===== src/rtl/fios_pe_row_seq.sv =====
`timescale 1ns/1ps
// One FIOS outer-loop row: T' = (T + a*B + m*P) / 2^W over an S+1 beat operand stream.
// m is derived from beat 0, then each further beat yields one result word; the top word follows.
module fios_pe_row_seq #(
  parameter int unsigned W = 17,
  parameter int unsigned S = 16,
  localparam int unsigned CNT_W = $clog2(S + 1)
) (
  input  logic             clock_i,
  input  logic             reset_i,
  input  logic             start_i,
  input  logic [W-1:0]     a_i,
  input  logic [W-1:0]     p_prime_0_i,
  input  logic             in_valid_i,
  output logic             in_ready_o,
  input  logic [W-1:0]     b_i,
  input  logic [W-1:0]     p_i,
  input  logic [W-1:0]     t_i,
  output logic             res_valid_o,
  output logic [W-1:0]     res_o,
  output logic [CNT_W-1:0] res_idx_o,
  output logic             busy_o,
  output logic             done_o
);

  localparam int unsigned UW = 2 * W + 1;
  localparam int unsigned VW = 2 * W + 2;

  typedef enum logic [2:0] {IDLE, ROW0, MCALC1, MCALC2, ROW, FLUSH} state_t;

  state_t           state;
  logic [W-1:0]     a_q;
  logic [W-1:0]     pp_q;
  logic [W-1:0]     p0_q;
  logic [W-1:0]     m_q;
  logic [UW-1:0]    u_q;
  logic [W+1:0]     carry_q;
  logic [CNT_W-1:0] cnt_q;

  logic             last_beat;
  logic [W-1:0]     b_eff;
  logic [W-1:0]     p_eff;
  logic [W-1:0]     p_sel;
  logic [2*W-1:0]   prod_ab;
  logic [2*W-1:0]   prod_mp;
  logic [UW-1:0]    u_next;
  logic [VW-1:0]    acc_in;
  logic [VW-1:0]    v;
  logic [W-1:0]     m_next;

  // MCALC2 reuses the row adder and m*p multiplier, so the initial carry
  // and the per-beat carry both come out of v[VW-1:W].
  always_comb begin
    last_beat = (state == ROW) && (cnt_q == CNT_W'(S));
    b_eff     = last_beat ? '0 : b_i;
    p_eff     = last_beat ? '0 : p_i;
    p_sel     = (state == MCALC2) ? p0_q : p_eff;
    prod_ab   = {{W{1'b0}}, a_q} * {{W{1'b0}}, b_eff};
    prod_mp   = {{W{1'b0}}, m_q} * {{W{1'b0}}, p_sel};
    u_next    = UW'(t_i) + UW'(prod_ab);
    acc_in    = (state == MCALC2) ? VW'(u_q)
                                  : VW'(t_i) + VW'(prod_ab) + VW'(carry_q);
    v         = acc_in + VW'(prod_mp);
    m_next    = W'(u_q[W-1:0] * pp_q);
  end

  assign in_ready_o = (state == ROW0) || (state == ROW);
  assign busy_o     = (state != IDLE);

  always_ff @(posedge clock_i) begin
    if (!reset_i) begin
      state       <= IDLE;
      a_q         <= '0;
      pp_q        <= '0;
      p0_q        <= '0;
      m_q         <= '0;
      u_q         <= '0;
      carry_q     <= '0;
      cnt_q       <= '0;
      res_valid_o <= 1'b0;
      res_o       <= '0;
      res_idx_o   <= '0;
      done_o      <= 1'b0;
    end else begin
      res_valid_o <= 1'b0;
      done_o      <= 1'b0;
      case (state)
        IDLE: begin
          if (start_i) begin
            a_q   <= a_i;
            pp_q  <= p_prime_0_i;
            cnt_q <= '0;
            state <= ROW0;
          end
        end
        ROW0: begin
          if (in_valid_i) begin
            u_q   <= u_next;
            p0_q  <= p_i;
            cnt_q <= CNT_W'(1);
            state <= MCALC1;
          end
        end
        MCALC1: begin
          m_q   <= m_next;
          state <= MCALC2;
        end
        MCALC2: begin
          carry_q <= v[VW-1:W];
          state   <= ROW;
        end
        ROW: begin
          if (in_valid_i) begin
            res_valid_o <= 1'b1;
            res_o       <= v[W-1:0];
            res_idx_o   <= cnt_q - CNT_W'(1);
            carry_q     <= v[VW-1:W];
            if (last_beat) begin
              state <= FLUSH;
            end else begin
              cnt_q <= cnt_q + CNT_W'(1);
            end
          end
        end
        FLUSH: begin
          res_valid_o <= 1'b1;
          res_o       <= carry_q[W-1:0];
          res_idx_o   <= CNT_W'(S);
          done_o      <= 1'b1;
          state       <= IDLE;
        end
        default: state <= IDLE;
      endcase
    end
  end

endmodule


===== config.mk =====
export PLATFORM = sky130hd
export DESIGN_NAME = fios_pe_row_seq
export DESIGN_NICKNAME = d
export VERILOG_FILES = /design/src/rtl/fios_pe_row_seq.sv
export SDC_FILE = /design/constraint.sdc
export NUM_CORES = 2
export LEC_CHECK = 0
export ABC_AREA = 1
export CAP_MARGIN = 20
export CELL_PAD_IN_SITES_DETAIL_PLACEMENT = 0
export CELL_PAD_IN_SITES_GLOBAL_PLACEMENT = 1
export CORE_ASPECT_RATIO = 1.25
export CORE_UTILIZATION = 39
export CTS_BUF_LIST = sky130_fd_sc_hd__clkbuf_8
export DETAILED_ROUTE_END_ITERATION = 16
export DONT_BUFFER_PORTS = 1
export PLACE_DENSITY_LB_ADDON = 0.15
export SYNTH_ARGS = -nofsm -noshare
export SYNTH_HDL_FRONTEND = slang
export SYNTH_SLANG_ARGS = --single-unit

===== constraint.sdc =====
create_clock -name clock_i -period 16.78 [get_ports clock_i]
set_input_delay 2.517 -clock clock_i [delete_from_list [all_inputs] [get_ports clock_i]]
set_output_delay 2.517 -clock clock_i [all_outputs]
set_load 0.005 [all_outputs]

# Word-level counts from Yosys, hierarchy flattened
# Cells that the tools add are included.
[word_totals] in_bits=89 regBits=154 wordCells=68
[op_classes] addsub=6 eq_ne=11 reduce_logical=13 n_mux=23 mul=3
[ops] operator="adder 17 x 34 -> 35 bit" count=2
[ops] operator="multiplier 17 x 17 -> 34 bit" count=2
[ops] operator="2-to-1 mux 17 bit" count=4
[ops] operator="one-hot mux 19 bit (2 select lines)" count=1
[ops] operator="adder 35 x 19 -> 36 bit" count=1
[ops] operator="adder 36 x 34 -> 36 bit" count=1
[ops] operator="2-to-1 mux 36 bit" count=1
[ops] operator="one-hot mux 17 bit (2 select lines)" count=1
[ops] operator="2-to-1 mux 5 bit" count=5
[ops] operator="2-to-1 mux 19 bit" count=1
[ops] operator="multiplier 17 x 17 -> 17 bit" count=1
[ops] operator="one-hot mux 3 bit (5 select lines)" count=1
[ops] operator="one-hot mux 5 bit (3 select lines)" count=1
[ops] operator="2-to-1 mux 3 bit" count=4
[ops] operator="inequality test 2 bit (second input constant)" count=5
[ops] operator="one-hot mux 5 bit (2 select lines)" count=1
[ops] operator="AND reduction 2 bit" count=4
[ops] operator="== test 3 x 2 -> 1 bit (second input constant)" count=2
[ops] operator="== test 3 bit (second input constant)" count=2
[ops] operator="nonzero test 3 bit" count=2
[ops] operator="adder 5 x 1 -> 5 bit (second input constant)" count=1
[ops] operator="== test 5 bit (second input constant)" count=1
[ops] operator="AND reduction 5 bit" count=1
[ops] operator="subtractor 5 x 1 -> 5 bit (second input constant)" count=1
[ops] operator="other kinds (8)" count=10

# Depth between registers and ports, before layout
[logic_depth] depth_word=10 mapped_depth=63 ltp_nobuf=61

# Worst setup path after synthesis
# Ideal clock, no wire load.
[synth_path] kind="input-to-reg" startpoint="input port b_i[2]" endpoint="register carry_q[7]" setup_ns=0.058 path_slack_ns=3.862 arrival_time_ns=12.860 stages=50 cell_sequence="nand2_1 -> inv_1 -> clkbuf_1 -> nand2_1 -> fa_1 -> fa_1 -> fa_1 -> fa_1 -> inv_1 -> fa_1 -> inv_1 -> fa_1 -> inv_1 -> ha_1 -> nand2_2 -> inv_1 -> nand2_1 -> nand2_1 -> (+14 left out) -> inv_1 -> fa_1 -> inv_1 -> fa_1 -> fa_1 -> fa_1 -> inv_1 -> ha_1 -> a21oi_1 -> inv_1 -> a31oi_1 -> o21ai_0 -> a21oi_1 -> o21ai_0 -> or2_2 -> nand3_1 -> o211ai_1 -> inv_1"
[synth_via] elab_chain_cells=8
[synth_rtl] element="start, declared" line_no="16" rtl="input logic [W-1:0] b_i,"
[synth_rtl] element="2-to-1 mux 17 bit (*)" line_no="55" rtl="b_eff = last_beat ? '0 : b_i;"
[synth_rtl] element="multiplier 17 x 17 -> 34 bit (*)" line_no="58" rtl="prod_ab = {{W{1'b0}}, a_q} * {{W{1'b0}}, b_eff};"
[synth_rtl] element="adder 17 x 34 -> 35 bit (*)" line_no="62" rtl=": VW'(t_i) + VW'(prod_ab) + VW'(carry_q);"
[synth_rtl] element="adder 35 x 19 -> 36 bit (*)" line_no="62"
[synth_rtl] element="2-to-1 mux 36 bit (*)" line_no="61" rtl="acc_in = (state == MCALC2) ? VW'(u_q)"
[synth_rtl] element="adder 36 x 34 -> 36 bit (*)" line_no="63" rtl="v = acc_in + VW'(prod_mp);"
[synth_rtl] element="2-to-1 mux 19 bit" line_no="113" rtl="if (in_valid_i) begin"
[synth_rtl] element="one-hot mux 19 bit (2 select lines) (*)" line_no="87" rtl="case (state)"
[synth_rtl] element="end signal, assigned" line_no="109" rtl="carry_q <= v[VW-1:W];"
[synth_rtl] element="end signal, assigned" line_no="117" rtl="carry_q <= v[VW-1:W];"
[synth_rtl] element="end, declared" line_no="37" rtl="logic [W+1:0] carry_q;"
# Every way passes the cells marked *; elsewhere a longest branch is shown, timed or not. The select of a mux whose other input is x is not followed.
# A chain may end at the register's enable or synchronous reset.

# Worst setup path after layout
[layout_path] startpoint="register state[1]" endpoint="register carry_q[16]"
[layout_via] elab_chain_cells=10 elab_cells_between_ends=17 cone_classes="add/sub: 3; mul: 2; eq/ne: 3; mux: 6; reduce/logical: 3"
[layout_rtl] element="start, declared" line_no="31" rtl="state_t state;"
[layout_rtl] element="start signal, assigned" line_no="72" rtl="state <= IDLE;"
[layout_rtl] element="start signal, assigned" line_no="93" rtl="state <= ROW0;"
[layout_rtl] element="start signal, assigned" line_no="101" rtl="state <= MCALC1;"
[layout_rtl] element="== test 3 bit" line_no="54, 87"
[layout_rtl] element="logical AND 1 bit" line_no="54" rtl="last_beat = (state == ROW) && (cnt_q == CNT_W'(S));"
[layout_rtl] element="2-to-1 mux 17 bit" line_no="55"
[layout_rtl] element="multiplier 17 x 17 -> 34 bit" line_no="58"
[layout_rtl] element="adder 17 x 34 -> 35 bit" line_no="62"
[layout_rtl] element="adder 35 x 19 -> 36 bit" line_no="62"
[layout_rtl] element="2-to-1 mux 36 bit" line_no="61"
[layout_rtl] element="adder 36 x 34 -> 36 bit" line_no="63"
[layout_rtl] element="2-to-1 mux 19 bit" line_no="113"
[layout_rtl] element="one-hot mux 19 bit (2 select lines)" line_no="87"
# Parallel ways exist; a longest one is shown, timed or not. The select of a mux whose other input is x is not followed.

==> results by group <==
Status
  • Outcome: finished clean

Synth
  • Synth unique cells: around 50
  • Synth top area cells: fa_1 35%, inv_1 13%, nand2_1 12%
  • Avg Cell Area, Syn: about 7.3 um2
  • Synthesis Warnings: 0
  • Fraction of registers with async set/reset: 0%
  • Top FF cell, synth: dfxtp_1
  • Synth top area share: between 30% and 40%
  • Register bit total from synthesis: between 150 and 200
  • Number of flops mapped to enable cells by yosys: 0
  • Sequential cell area fraction in the yosys report: ~8.9%
  • Synthesized area: around 0.035 mm2
  • Net Count, Synth: 5716
  • Synth area leader: fa_1
  • Synth Instances: 4723

Layout
  • Fill count: approximately 9500
  • Area of the multi-input gates: 0.02631 mm2
  • Share of layout cells above drive strength 1: about 4%
  • Post-Route Utilization: 41.41%
  • Most frequent cells in the layout: 1211 x inv_1, 1070 x nand2_1, 596 x fa_1
  • Final Net Count: 5625
  • Area Growth Syn to Fin: 4.817%
  • Cell area after layout: between 0.03 and 0.04 mm2
  • Sequential cell area: slightly above 0.003 mm2
  • Most common cell after layout, fill and taps aside: inv_1

Drt
  • Drt first pass iters: 7
  • Antenna-violating nets left: 0
  • Wirelength per Cell: 20.51 um
  • DR iter-0 viols: 1505
  • Via density: roughly 5
  • Detailed-route DRC error count: 0
  • Final WL: approximately 120000 um
  • DR vias: around 29000

Clocking
  • Num CTS Buffers: 17
  • Depth of the CTS H-tree: 4
  • Clock Pin Slew Worst Setup and Hold Paths: roughly 0.14 ns
  • CTS sink cnt: between 150 and 200
  • Number of hold buffers added after CTS: 0
  • Clock latency on the worst-skew pair: 0.61 ns
  • CTS Buffer Depth: 2
  • Root buffer cell: clkbuf_8
  • Number of setup buffers added after CTS: 0
  • CTS tree: built
  • PostCTS Resize Cnt: 0

Floorplanning
  • Initial core utilization: between 30% and 40%
  • Chip width: between 200 and 300 um
  • Die Height: ~330 um
  • # rows: about 120
  • Number of I/O pins: 115
  • Die Footprint: between 0.08 and 0.09 mm2
  • Core region area: approximately 0.088 mm2

Global routing
  • Antenna violations before repair: 2
  • GRT Util Overall: 27.83%
  • First-pass GRT wire length: ~180000 um
  • Largest net degree at the start of global routing: a little under 100
  • GRT overflow: 0
  • Number of global-route vias before repair: approximately 31000

Setup path
  • Most frequent CP cell: fa_1
  • Crit path required time: between 15 and 20 ns
  • WP data arrival: approximately 14 ns
  • CP max FO: 19
  • CP endpoint kind: flop
  • Max incr delay on CP: between 0.7 and 0.8 ns
  • Worst path slowest cell: clkinv_1
  • Startpoint Class: flop
  • Crit Path Class: reg -> reg

STA
  • Clock Skews: approximately 0.044 ns
  • Hold_ws: ~0.46 ns
  • Final setup violating endpoints: 0
  • Max-slew violations: 0
  • Final Hold Viols: 0
  • RSZ-0062 raised after global routing: false
  • Max frequency: between 70 and 80 MHz
  • Rel. slew slack: 27.23%
  • Final setup TNS: 0 ns
  • Worst slew pin tran: approximately 1.1 ns
  • Min cycle time layout: between 10 and 15 ns
  • Post-route clock period utilization: 83.14%

Placement
  • RD Place Congestion: 0.9432
  • DP Area: 0.03580 mm2
  • Port Buf Inserts: 0
  • HPWL after detailed placement: ~100000 um

Min path
  • Hold/Removal Path Class: reg -> reg

Flow run
  • Max Cap Viol: 0
## flip-flops by register name, summed over array words and instances (netlist names), 3 cells and up
signal	cells
res_idx_o	5
p0_q	17
res_o	17
state	3
carry_q	19
u_q	35
pp_q	17
cnt_q	5
a_q	17
m_q	17
## critical path: cells and delay by family, from the launching register on
family | cells | cell delay, ns
compound gates | 6 | 1.34
xor+xnor | 1 | 0.40
fa+ha+maj | 15 | 6.83
buf+inv | 10 | 1.55
flops | 1 | 0.40
simple gates | 20 | 3.26
## synth_stat cells (all sizes together) (5+ instances only)
cell type / instances
xor2: 60
xnor2: 28
ha: 308
a31oi: 22
nor3: 20
nand3b: 5
dfxtp: 154
or2: 8
a211oi: 8
o211ai: 10
and2: 5
o21bai: 10
o21a: 5
clkbuf: 122
o221ai: 8
o21ai: 198
nand3: 139
inv: 1229
nor2: 387
a21oi: 210
nand2: 1100
clkinv: 8
buf: 29
fa: 596
nand4: 25
a21o: 17
## area by class of cell
class,count,area share (%)
Multi-Input combinational cell,3181,72.60
Inverter,1237,12.81
Sequential cell,154,8.508
Tap cell,1168,4.033
Timing Repair Buffer,41,0.8494
Clock buffer,17,0.6457
Clock inverter,15,0.5352
Antenna cell,3,0.02072
## worst paths after layout
| path | cells after the start | end | slack [ns] | start |
|---|---|---|---|---|
| max | 52 | carry_q[16] | 2.83 | state[1] |
| min | 2 | p0_q[12] | 0.46 | p0_q[12] |
| max reg2reg | 52 | carry_q[16] | 2.83 | state[1] |
| min reg2reg | 2 | p0_q[12] | 0.46 | p0_q[12] |
## routing by layer
layer	share of wire (%)	track usage, %	vias up
met5	0	0	-
met4	5.7	14.32	0
met3	4.1	3.650	207
met2	53	52.59	612
met1	37	29.73	14333
li1	-	-	13775
## kinds of logic after synthesis
| logic type | count (synthesis) | synth area share, % |
|---|---|---|
| compound gates | 498 | 7.919 |
| simple gates | 1691 | 20.14 |
| xor+xnor | 88 | 2.229 |
| buf+inv | 1388 | 15.14 |
| fa+ha+maj | 904 | 45.66 |
| flops | 154 | 8.918 |
## stage by stage
step           setup WS (ns)  std cells
3_5_place_dp           2.366       5781
4_1_cts                2.792       5813
5_1_grt                1.914       5816
6_report               2.829       5816
2_1_floorplan          3.862       4723
3_3_place_gp           2.303       5780
Power is not shown: default switching activity piles up to over one toggle a cycle in this logic, so the estimate is an artifact.
